`config.mk`:
```
export PLATFORM = sky130hd
export DESIGN_NAME = note_tone_gen
export DESIGN_NICKNAME = d
export VERILOG_FILES = /design/src/rtl/note_tone_gen.sv
export SDC_FILE = /design/constraint.sdc
export NUM_CORES = 1
export LEC_CHECK = 0
export BUFFER_PORTS_ARGS = -buffer_cell sky130_fd_sc_hd__clkbuf_2
export CORE_UTILIZATION = 63
export DETAILED_ROUTE_END_ITERATION = 10
export PLACE_DENSITY = 0.84
export RECOVER_POWER = 50
export SLEW_MARGIN = 15
export SYNTH_ARGS = -nofsm -noshare
export SYNTH_HDL_FRONTEND = slang
export SYNTH_SLANG_ARGS = --single-unit
```
`constraint.sdc`:
```
create_clock -name clk -period 6.47 [get_ports clk]
set_input_delay 0.9705 -clock clk [delete_from_list [all_inputs] [get_ports clk]]
set_output_delay 0.9705 -clock clk [all_outputs]
set_load 0.01 [all_outputs]
```
`src/rtl/note_tone_gen.sv`:
```
// Square-wave tone generator fed by the one-hot note decoder.
// Ports: clk, rst_n, enable, note_sel[8], err_clr -> tone, active, note_idx[3], err.
module note_tone_gen #(
  parameter int CLK_HZ    = 1000000,
  parameter int DIV_WIDTH = 16
) (
  input  logic       clk,
  input  logic       rst_n,
  input  logic       enable,
  input  logic [7:0] note_sel,
  input  logic       err_clr,
  output logic       tone,
  output logic       active,
  output logic [2:0] note_idx,
  output logic       err
);

  // Half-period length in clocks for each note bit.
  localparam int HALF [8] = '{
    CLK_HZ / (2 * 1047),
    CLK_HZ / (2 * 1175),
    CLK_HZ / (2 * 1319),
    CLK_HZ / (2 * 1397),
    CLK_HZ / (2 * 1568),
    CLK_HZ / (2 * 3520),
    CLK_HZ / (2 * 3951),
    CLK_HZ / (2 * 2093)
  };

  for (genvar g = 0; g < 8; g++) begin : g_chk
    if (HALF[g] < 2 ||
        longint'(HALF[g]) >= (longint'(1) << DIV_WIDTH)) begin : g_bad
      $error("note_tone_gen: half-period of note %0d out of range", g);
    end
  end

  typedef enum logic {
    IDLE,
    PLAY
  } state_t;

  state_t               state;
  logic [DIV_WIDTH-1:0] cnt;
  logic [2:0]           sel_idx;
  logic                 req;
  logic                 multi;
  logic [DIV_WIDTH-1:0] half_sel;
  logic [DIV_WIDTH-1:0] half_cur;

  // Lowest set bit wins; scanning downward leaves it last.
  always_comb begin
    sel_idx = '0;
    for (int i = 7; i >= 0; i--) begin
      if (note_sel[i]) sel_idx = 3'(i);
    end
  end

  assign req      = enable && (note_sel != 8'd0);
  assign multi    = (note_sel & (note_sel - 8'd1)) != 8'd0;
  assign half_sel = DIV_WIDTH'(HALF[sel_idx] - 1);
  assign half_cur = DIV_WIDTH'(HALF[note_idx] - 1);

  always_ff @(posedge clk or negedge rst_n) begin
    if (!rst_n) begin
      state    <= IDLE;
      cnt      <= '0;
      tone     <= 1'b0;
      active   <= 1'b0;
      note_idx <= '0;
      err      <= 1'b0;
    end else begin
      // A new set outranks a clear on the same edge.
      if (enable && multi) begin
        err <= 1'b1;
      end else if (err_clr) begin
        err <= 1'b0;
      end

      unique case (state)
        IDLE: begin
          if (req) begin
            note_idx <= sel_idx;
            cnt      <= half_sel;
            tone     <= 1'b1;
            active   <= 1'b1;
            state    <= PLAY;
          end
        end
        PLAY: begin
          if (cnt != '0) begin
            cnt <= cnt - 1'b1;
          end else if (tone) begin
            tone <= 1'b0;
            cnt  <= half_cur;
          end else if (req) begin
            // Full period done: start the next note without a gap.
            note_idx <= sel_idx;
            cnt      <= half_sel;
            tone     <= 1'b1;
          end else begin
            active <= 1'b0;
            state  <= IDLE;
          end
        end
        default: state <= IDLE;
      endcase
    end
  end

endmodule

```
==> results.md <==
- Status: finished clean
- Vias in the first global route: 1639
- Sink Count: 23
- Worst path arrival time: 3.26 ns
- Max Clk Rate: 330.6 MHz
- Diodes inserted: 0
- GRT overflow: 0
- Hpwl dp: 3276 µm
- GRT Overall Usage: 0.3096
- EDFF count, synth: 0
- Yosys warnings: 0
- Initial antenna violation count: 0
- Final Hold Viols: 0
- Cts repair resizes: 0
- Num CTS Buffers: 3
- Final WS setup: 3.445 ns
- Largest net degree at the start of global routing: 24
- Rows: 19
- Synth Net Count: 237
- First-pass GRT wire length: 7603 µm
- Gate power share: 0.148
- Seq pwr share: 0.583
- Worst Hold Class: flip-flop to flip-flop
- Final setup skew: 0.004613 ns
- Clock share of power: 0.269
- Final WL: 4521 µm
- Syn Inst Count: 213
- Peak supply drop: 0.1254 mV
- CP required: 6.71 ns
- Setup-failing EPs final: 0
- Worst Setup Path Type: flip-flop to flip-flop
- Die area: 0.003115 mm²
- Worst skew pair latency: 0.31 ns
- CP Launch Point: cnt[0]
- Gpl congestion: 0.9490
- Yosys cell types: 50
- Number of H-tree levels: 1
- Die H: 55.81 µm
- CORE AREA: 0.002758 mm²
- DR vias: 1712
- Hold_sp: err
- Num ports: 18
- Initial Utilization: 0.6615
- Pleak: 0.8254 nW
- P_int: 0.1814 mW
- Initial drt markers: 150
- Sw Share: 0.2773
- Placed cells: 249
- Antenna viol nets, final: 0
- Reg2reg start: cnt[0]
- Post-CTS Setup Bufs: 0
- Clk slew on worst S/H paths: 0.13 ns
- Async SR Flop Fraction: 1.000
- Share of cells above drive strength 1: 0.1216
- CTS max path bufs: 2
- Synthesized cell area: 0.001824 mm²
- Register area share after synthesis: 0.3155
- Nets: 247
- Fin crit share: 0.4675
- Vias/cell: 6.767
- PwrDens: 131.6 mW/mm²
- Max-slew headroom: 0.1443
- Net Switching: 0.06960 mW
- CTS tree: yes
- Worst slew pin tran: 1.284 ns
- RSZ-0062 raised after global routing: no
- Setup TNS: 0 ns
- Startpoint types: flip-flop
- CP endpoint kind: flip-flop
- Final Max Tran Viols: 0
- MaxCap Viol Count: 0
- Pre-antenna DRT Iters: 5
- P&R area growth vs syn: 4.527%
- Die extent in x: 55.81 µm
- Hold buffer count at cts: 0
- Final Non-Filler Cells: 253
- Root Driver: clkbuf_4
- Drt wl/cell: 17.87 µm
- PortBufs: 17
- Most used DFF post-synth: dfrtp_1
- Post-synthesis register bit count: 23
- # DRC: 0
- Pre-CTS WS: 3.234 ns
- Crit-path max FO: 16
- Post-layout min period: 3.025 ns
- Post-Syn Area per Cell: 8.565 µm²
==> cell usage in the layout (no fill, tap or decap), types with 2 or more instances in the layout <==
master     count
and2_0         2
clkbuf_2      13
o31ai_1        3
dfrtp_1       23
a32oi_1        3
a31oi_1        2
xnor2_1        3
xor2_1         3
mux2i_1        9
a22oi_1        3
a21oi_1       12
or4_1          5
a2bb2oi_1      2
o32ai_1        3
o221ai_1       2
o21ai_0       15
nand4_1        4
nand3_1        6
clkbuf_4       3
a22o_1         5
nor2_1        10
clkbuf_1       5
inv_1         11
ha_1          12
nor4_1         4
nand2_1       28
nor3_1         9
==> area by class of cell <==
class | instances | area, µm²
clock buffers | 4 | 26.28
fillers | 211 | 850.8
inverters | 11 | 41.29
multi-input cells | 167 | 1145
flip-flops and latches | 23 | 575.6
well taps | 31 | 38.79
repair buffers | 17 | 80.08
==> per-layer routing <==
layer  up-vias  part of all wire  global-route usage
met2        91              0.47              0.4905
met3        10             0.075             0.04651
met4         0            0.0097              0.1045
met5         -                 0                   0
met1       799              0.45              0.4361
li1        812                 -                   -
==> cells in the mapped netlist (2+ instances only) <==
master | count | share of area
buf_2 | 2 | 0.0055
a2bb2oi_1 | 2 | 0.0096
o221ai_1 | 2 | 0.0096
a32oi_1 | 3 | 0.014
a21oi_1 | 12 | 0.033
clkbuf_1 | 7 | 0.014
a22o_1 | 5 | 0.024
dfrtp_1 | 23 | 0.32
nor4_1 | 4 | 0.014
nand2_1 | 28 | 0.058
xnor2_1 | 3 | 0.014
nand4_1 | 4 | 0.014
inv_1 | 11 | 0.023
nor2_1 | 10 | 0.021
mux2i_1 | 9 | 0.049
a22oi_1 | 3 | 0.012
nand3_1 | 6 | 0.016
a31oi_1 | 2 | 0.0069
or4_1 | 5 | 0.021
nor3_1 | 9 | 0.025
and2_0 | 2 | 0.0069
xor2_1 | 3 | 0.014
o32ai_1 | 3 | 0.014
o31ai_1 | 3 | 0.012
ha_1 | 12 | 0.082
o21ai_0 | 15 | 0.041
buf_6 | 2 | 0.012
==> per-stage QoR <==
stage	hold WS (ns)	instance area (µm²)	util	power, mW
after floorplan	0.5072	1824	-	0.1702
after global placement	0.4929	1882	0.6824	0.1844
after detailed placement	0.4934	1882	0.6824	0.1857
after CTS	0.5232	1908	0.6919	0.2517
after global routing	0.5567	1907	0.6915	0.2631
final	0.5155	1907	0.6915	0.2510
==> power by group through the flow <==
| stage | sequential, mW | clock [mW] | combinational [mW] |
|---|---|---|---|
| finish | 0.146 | 0.0676 | 0.0370 |
| detailed placement | 0.149 | 0 | 0.0366 |
| floorplan | 0.149 | 0 | 0.0208 |
| global route | 0.147 | 0.0748 | 0.0417 |
| global placement | 0.149 | 0 | 0.0353 |
| CTS | 0.146 | 0.0685 | 0.0368 |
==> worst paths after layout <==
check	to	slack [ns]	cells past startpoint
setup / recovery	cnt[12]	3.44	7
hold / removal	err	0.52	2
setup reg to reg	cnt[12]	3.44	7
hold reg to reg	err	0.52	2
max in group asynchronous	cnt[12]	4.82	1
min in group asynchronous	note_idx[2]	0.91	1
==> logic make-up (layout without fill, tap and decap cells) <==
kind of cell / after synthesis / in the layout / share of synthesized area
flops: 23 / 23 / 0.3155
mux: 11 / 11 / 0.06379
buf+inv: 23 / 32 / 0.05899
simple gates: 79 / 79 / 0.2318
compound gates: 58 / 58 / 0.2133
xor+xnor: 6 / 6 / 0.02881
fa+ha+maj: 13 / 13 / 0.08779
==> critical path: stages, from the launching register on <==
cell     delay [ns]
dfrtp_1        0.48
inv_1          0.12
ha_1           0.16
nor4b_1        0.37
nand4_1        0.63
o21ai_2        0.82
nand2_1        0.15
a31oi_1        0.21
==> registers in the layout, indices dropped and copies added (netlist names) <==
register	flops
state	1
cnt	16
active	1
tone	1
err	1
note_idx	3
Power figures use the tool's default switching activity.
